File: src/rtl/win_buf_pkg.sv
// rtl/win_buf_pkg.sv - shared constants and window indexing for the KxK window buffer
package win_buf_pkg;
  localparam int DATA_WIDTH = 8;
  localparam int K_MIN      = 3;
  localparam int K_MAX      = 15;

  // Bit offset of window element (r,c) in the flattened window bus.
  function automatic int idx(input int r, input int c, input int k, input int dw);
    return (r * k + c) * dw;
  endfunction
endpackage

File: src/rtl/window_pos_ctrl.sv
// rtl/window_pos_ctrl.sv - image position counters, valid and frame-done generation
module window_pos_ctrl
  import win_buf_pkg::*;
#(
  parameter int K    = 15,
  parameter int COLS = 640,
  parameter int ROWS = 480
) (
  input  logic clk,
  input  logic rst_n,
  input  logic flush_i,
  input  logic valid_i,
  output logic valid_o,
  output logic frame_done_o
);
  localparam int CW = $clog2(COLS);
  localparam int RW = $clog2(ROWS);

  logic [CW-1:0] col_cnt;
  logic [RW-1:0] row_cnt;
  logic          last_col;
  logic          last_row;

  assign last_col = (col_cnt == CW'(COLS - 1));
  assign last_row = (row_cnt == RW'(ROWS - 1));

  always_ff @(posedge clk or negedge rst_n) begin
    if (!rst_n) begin
      col_cnt      <= '0;
      row_cnt      <= '0;
      valid_o      <= 1'b0;
      frame_done_o <= 1'b0;
    end else if (flush_i) begin
      col_cnt      <= '0;
      row_cnt      <= '0;
      valid_o      <= 1'b0;
      frame_done_o <= 1'b0;
    end else if (valid_i) begin
      // Window status is judged on the position of the column being accepted.
      valid_o      <= (row_cnt >= RW'(K - 1)) && (col_cnt >= CW'(K - 1));
      frame_done_o <= last_row && last_col;
      if (last_col) begin
        col_cnt <= '0;
        row_cnt <= last_row ? '0 : row_cnt + 1'b1;
      end else begin
        col_cnt <= col_cnt + 1'b1;
      end
    end else begin
      valid_o      <= 1'b0;
      frame_done_o <= 1'b0;
    end
  end
endmodule

File: src/rtl/window_buffer_nxn.sv
// rtl/window_buffer_nxn.sv - parametrised KxK sliding-window register array
module window_buffer_nxn
  import win_buf_pkg::*;
#(
  parameter int DATA_WIDTH = win_buf_pkg::DATA_WIDTH,
  parameter int K          = 15,
  parameter int COLS       = 640,
  parameter int ROWS       = 480
) (
  input  logic                        clk,
  input  logic                        rst_n,
  input  logic                        flush_i,
  input  logic                        valid_i,
  input  logic [K*DATA_WIDTH-1:0]     col_i,
  output logic [K*K*DATA_WIDTH-1:0]   win_o,
  output logic                        valid_o,
  output logic                        frame_done_o
);
  if ((K % 2) == 0 || K < K_MIN || K > K_MAX || K > COLS || K > ROWS) begin : g_bad_k
    $fatal(1, "window_buffer_nxn: K must be odd, within 3..15 and no larger than COLS/ROWS");
  end

  logic [DATA_WIDTH-1:0] win [K][K];
  logic                  accept;

  assign accept = valid_i && !flush_i;

  for (genvar r = 0; r < K; r++) begin : g_row
    always_ff @(posedge clk or negedge rst_n) begin
      if (!rst_n) begin
        for (int c = 0; c < K; c++) win[r][c] <= '0;
      end else if (accept) begin
        for (int c = 0; c < K - 1; c++) win[r][c] <= win[r][c+1];
        win[r][K-1] <= col_i[r*DATA_WIDTH +: DATA_WIDTH];
      end
    end
    for (genvar c = 0; c < K; c++) begin : g_col
      assign win_o[idx(r, c, K, DATA_WIDTH) +: DATA_WIDTH] = win[r][c];
    end
  end

  window_pos_ctrl #(
    .K    (K),
    .COLS (COLS),
    .ROWS (ROWS)
  ) u_pos (
    .clk          (clk),
    .rst_n        (rst_n),
    .flush_i      (flush_i),
    .valid_i      (valid_i),
    .valid_o      (valid_o),
    .frame_done_o (frame_done_o)
  );
endmodule

File: config.mk
export PLATFORM = sky130hd
export DESIGN_NAME = window_buffer_nxn
export DESIGN_NICKNAME = d
export VERILOG_FILES = /design/src/rtl/win_buf_pkg.sv /design/src/rtl/window_pos_ctrl.sv /design/src/rtl/window_buffer_nxn.sv
export SDC_FILE = /design/constraint.sdc
export NUM_CORES = 2
export LEC_CHECK = 0
export ABC_AREA = 0
export CAP_MARGIN = 5
export CORE_AREA = 8 8 750 752
export DETAILED_ROUTE_END_ITERATION = 6
export DIE_AREA = 0 0 758 760
export SLEW_MARGIN = 20
export SYNTH_ARGS = -nofsm -noshare
export SYNTH_HDL_FRONTEND = slang
export SYNTH_SLANG_ARGS = --single-unit
File: constraint.sdc
create_clock -name clk -period 5.75 [get_ports clk]
set_clock_uncertainty 0.2 [all_clocks]
set_input_delay 1.15 -clock clk [delete_from_list [all_inputs] [get_ports clk]]
set_output_delay 1.15 -clock clk [all_outputs]
set_load 0.01 [all_outputs]
Word level (Yosys, flattened, before mapping)
Index checks and enable logic that the tools add are counted.

word-level totals
  bits in registers = 1,821
  input port bits = 124
  output and inout port bits = 1,802
  logic and storage cells = 253

operators by class
  add/subtract/negate cells = 2
  $lt $le $gt $ge = 2
  equality and inequality tests = 2
  mux-type cells = 11
  reduce and logical (&&, ||, !) cells = 7

operator list
  cell                                                                                   count
  9-bit two-way mux                                                                      4
  10-bit two-way mux                                                                     3
  10-bit by 1-bit adder with 10-bit output (second input constant)                       1
  10-bit equality test (second input constant)                                           1
  10-bit by 4-bit greater-or-equal comparator with 1-bit output (second input constant)  1
  9-bit by 1-bit adder with 9-bit output (second input constant)                         1
  9-bit equality test (second input constant)                                            1
  9-bit by 4-bit greater-or-equal comparator with 1-bit output (second input constant)   1
  1-bit two-way mux                                                                      4
  2-bit nonzero test                                                                     2
  1-bit logical AND                                                                      3
  2-bit AND reduction                                                                    1
  1-bit logical NOT                                                                      1

Depth between registers and ports, before layout
  word-level depth = 5
  depth in mapped cells = 8
  gate-level depth less buffers = 5

Hierarchy
From an unflattened synthesis, not the netlist that was laid out.

unflattened totals
  cell total of the unflattened synthesis = 3,927
  area, all modules = 68,221.7 sq um

modules (own cells, without submodules)
  module             times used  cells an instance  area an instance (sq um)  seq. area each (sq um)
  window_buffer_nxn  1           3,801              67,014.3                  45,043.2
  window_pos_ctrl    1           126                1,207.4                   525.5

Worst setup path before layout
No wires, ideal clock.

  path kind = input port to flip-flop
  start point = input valid_i
  end point = register u_pos.row_cnt[6]
  library setup time = 0.083 ns
  arrival time = 2.542 ns
  data required time = 5.467 ns
  setup slack = 2.926 ns
  stages on the path = 6
  path buffers = 2
  path through = buf_2 > nand4_1 > or3_1 > clkbuf_2 > or4_1 > o21ai_0

between the ends
  longest elaborated chain between the ends = 2

RTL lines
  what                           line                     text
  start: declaration             window_buffer_nxn.sv:13  input logic valid_i,
  2-bit nonzero test (no line)   n/a
  2-bit AND reduction (no line)  n/a
  end signal: assignment         window_pos_ctrl.sv:44    row_cnt <= last_row ? '0 : row_cnt + 1'b1;
  end: declaration               window_pos_ctrl.sv:20    logic [RW-1:0] row_cnt;

Every way passes these cells.
A chain may end at the register's enable or synchronous reset.

Worst setup path after layout
  start point = register win (netlist bit win_o[419])
  end point = output win_o[419]

RTL lines
  what                              line                     text
  start: declaration                window_buffer_nxn.sv:23  logic [DATA_WIDTH-1:0] win [K][K];
  start signal: indexed assignment  window_buffer_nxn.sv:34  win[r][K-1] <= col_i[r*DATA_WIDTH +: DATA_WIDTH];
  end: declaration                  window_buffer_nxn.sv:15  output logic [K*K*DATA_WIDTH-1:0] win_o,

No word-level cell between the ends.

==> impl_metrics.yaml <==
outcome:
  status: "completed"
power_and_ir_drop:
  p_int_mw: 28.3
  net-switching-power_mw: 13.7
  switching_share: 0.326
  ir_worst_vdd_v: 0.000311
  clock_power_share: 0.328
  power_per_cell_area_nw_per_um2: 406
  power_frac_seq: 0.429
  pwr-share-comb: 0.244
  p_leak_nw: 50.7
synth:
  synth.avg_cell_area_sq_um: 8.81
  ys_ff_latch: 1821
  netlist-cell-type-count: 31
  synth_nets: 7852
  yosysWarnings: 0
  netlist_area_sq_um: 68100
  syn_inst: 7724
  yosysSeqAreaShare: 0.670
min_path:
  worst_hold_path_type: "reg2reg"
clock_tree:
  clockRootBuffer: "clkbuf_16"
  clkTransAtPathRegs_ns: 0.06
  clkSinkCount: 1821
  clock_latency_ns: 0.91
  cts_made_buffers: 210
  cts_tree: "yes"
  post_cts_buffers: 0
  clockBufferDepth: 4
  ctsHtreeMaxLevel: 4
floorplan:
  core.rowCount: 273
  die_height_um: 760
  initial_core_util: 0.124
  core_sq_um: 551000
  dieWidth_um: 758
  dieArea_sq_um: 576000
  io_pins: 1926
critical_path:
  cp_data_arrival_time_ns: 2.63
  crit_family: "flip-flops"
  cp-end-kind: "output pin"
  r2r_slack_ns: 3.28
  cp-start-kind: "flop"
  cpMaxStageDelayCell: "dfrtp_1"
  crit_buf_inv: 1
  cp_max_fo: 3
  required_ns: 4.40
  slowest_delay_ns: 0.98
  crit_type: "reg2out"
  crit_chain: "clkdlybuf4s50_1"
routing:
  drtPass1Iterations: 7
  wl_mm: 315
  vias: 58000
  drt_iter0_markers: 4854
  antenna_left: 0
  viasPerCell: 3.40
  drc: 0
  wl_per_cell_um: 18.5
timing:
  setup_viol: 0
  hold_violations: 0
  rsz0062_at_grt: "no"
  clock.fmax_ghz: 0.251
  finalSetupTns_ns: 0
  timing.final.crit_share: 0.693
  whs_ns: 0.235
  final_max_slew_viol_count: 0
  layout_min_cycle_time_ns: 3.98
  worst_pin_slew_ns: 1.08
  relSlewSlack: 0.279
final_layout:
  regArea_sq_um: 45600
  multi_input_area_sq_um: 20800
  layout_common_cells: "5,411 x nand2_1, 1,923 x clkdlybuf4s50_1, 1,821 x dfrtp_1"
  drive_above_1_share: 0.0478
  design.final.nets: 9716
  syn_to_final_growth_pct: 51.9
  fin_util: 0.188
  layout_commonest_cell: "nand2_1"
  fin_cells: 17000
  fillers: 60900
placed_design:
  dp.cells: 16700
  gp_congestion: 0.858
  portBuffers: 1925
  place.detailed.hpwl_mm: 243
grt:
  grt_pass1_vias: 57200
  grt_pass1_wl_mm: 440
  grt_max_degree: 159
  grt_use_total: 0.103
  globalRouteOverflowTotal: 0
  antenna_found_initial: 30
job:
  cap_violations: 0
-- stage by stage --
step	setup WS [ns]	total power [mW]	cell area, sq um
2_1_floorplan	2.93	20.4	68100
5_1_grt	1.61	44.1	103000
3_3_place_gp	1.66	28.5	96300
6_report	1.77	42.0	103000
4_1_cts	1.54	42.8	103000
3_5_place_dp	1.62	28.7	96300
-- worst paths after layout --
check	to	start	cells after the start
max reg2reg	u_pos.row_cnt[5]$_DFFE_PN0P_	u_pos.col_cnt[1]$_DFFE_PN0P_	5
min	win_o[810]$_DFFE_PN0P_	win_o[818]$_DFFE_PN0P_	2
max in group asynchronous	win_o[1012]$_DFFE_PN0P_	rst_n	4
min reg2reg	win_o[810]$_DFFE_PN0P_	win_o[818]$_DFFE_PN0P_	2
min in group asynchronous	win_o[1173]$_DFFE_PN0P_	rst_n	2
max	win_o[419]	win_o[419]$_DFFE_PN0P_	1
-- registers in the layout (all words and copies together) (netlist names) --
signal              cells
u_pos.row_cnt           9
u_pos.col_cnt          10
u_pos.valid_o           1
u_pos.frame_done_o      1
win_o                1800
-- timing repair --
item                                    CTS  global route
endpoints found under the hold margin    22             0
gates resized for setup                   0             0
hold buffers                              1             0
endpoints found under the setup margin    0             0
-- power groups by stage --
stage               combinational [mW]  clock, mW  sequential (mW)
floorplan                         2.13          0             18.2
global placement                  10.3          0             18.2
detailed placement                10.4          0             18.2
CTS                               10.5       14.2             18.1
global route                      11.0       14.7             18.3
finish                            10.2       13.8             18.0
-- cells in the mapped netlist --
library cell,count,area (sq um)
a21oi_1,7,35.0
a22oi_1,1,7.51
a311oi_1,2,17.5
a31oi_1,1,6.26
a41oi_1,1,8.76
and3_1,1,6.26
buf_1,40,150
buf_2,95,475
clkbuf_1,267,1000
clkbuf_2,1,5.00
clkinv_1,1,3.75
dfrtp_1,1821,45600
ha_1,4,50.1
inv_1,7,26.3
nand2_1,5412,20300
nand3_1,9,45.0
nand4_1,3,18.8
nor2_1,10,37.5
nor3_1,7,35.0
nor4_1,4,25.0
nor4b_1,1,8.76
o211ai_1,2,15.0
o21ai_0,6,30.0
o311a_1,1,10.0
o311ai_0,1,8.76
o41ai_1,1,8.76
or3_1,5,31.3
or3b_4,1,11.3
or4_1,4,30.0
xnor2_1,7,61.3
xor2_1,1,8.76
-- logic make-up (layout without fill, tap and decap cells) --
group | count (synthesis) | after routing | share of synthesized area
xor gates and xnor gates | 8 | 8 | 0.00103
buffers and inverters | 411 | 2438 | 0.0244
AOI/OAI and AO/OA | 23 | 23 | 0.00217
and+or+nand+nor | 5457 | 5457 | 0.302
DFF | 1821 | 1821 | 0.670
adders and majority gates | 4 | 4 | 0.000735
other | 0 | 11 | 0
-- layout make-up --
type | count | area share
Tap cell | 7287 | 0.0882
Clock buffer | 307 | 0.0598
Antenna cell | 11 | 0.000266
Inverter | 8 | 0.000290
Sequential cell | 1821 | 0.441
Timing Repair Buffer | 2055 | 0.201
Multi-Input combinational cell | 5492 | 0.202
Clock inverter | 68 | 0.00850
-- layer usage --
metal | track usage | routed length (um)
met1 | 0.119 | 123000
met2 | 0.176 | 151000
met3 | 0.0382 | 29500
met4 | 0.0346 | 11600
met5 | 0 | 106
Note: power is estimated with default switching activity, not from simulation.
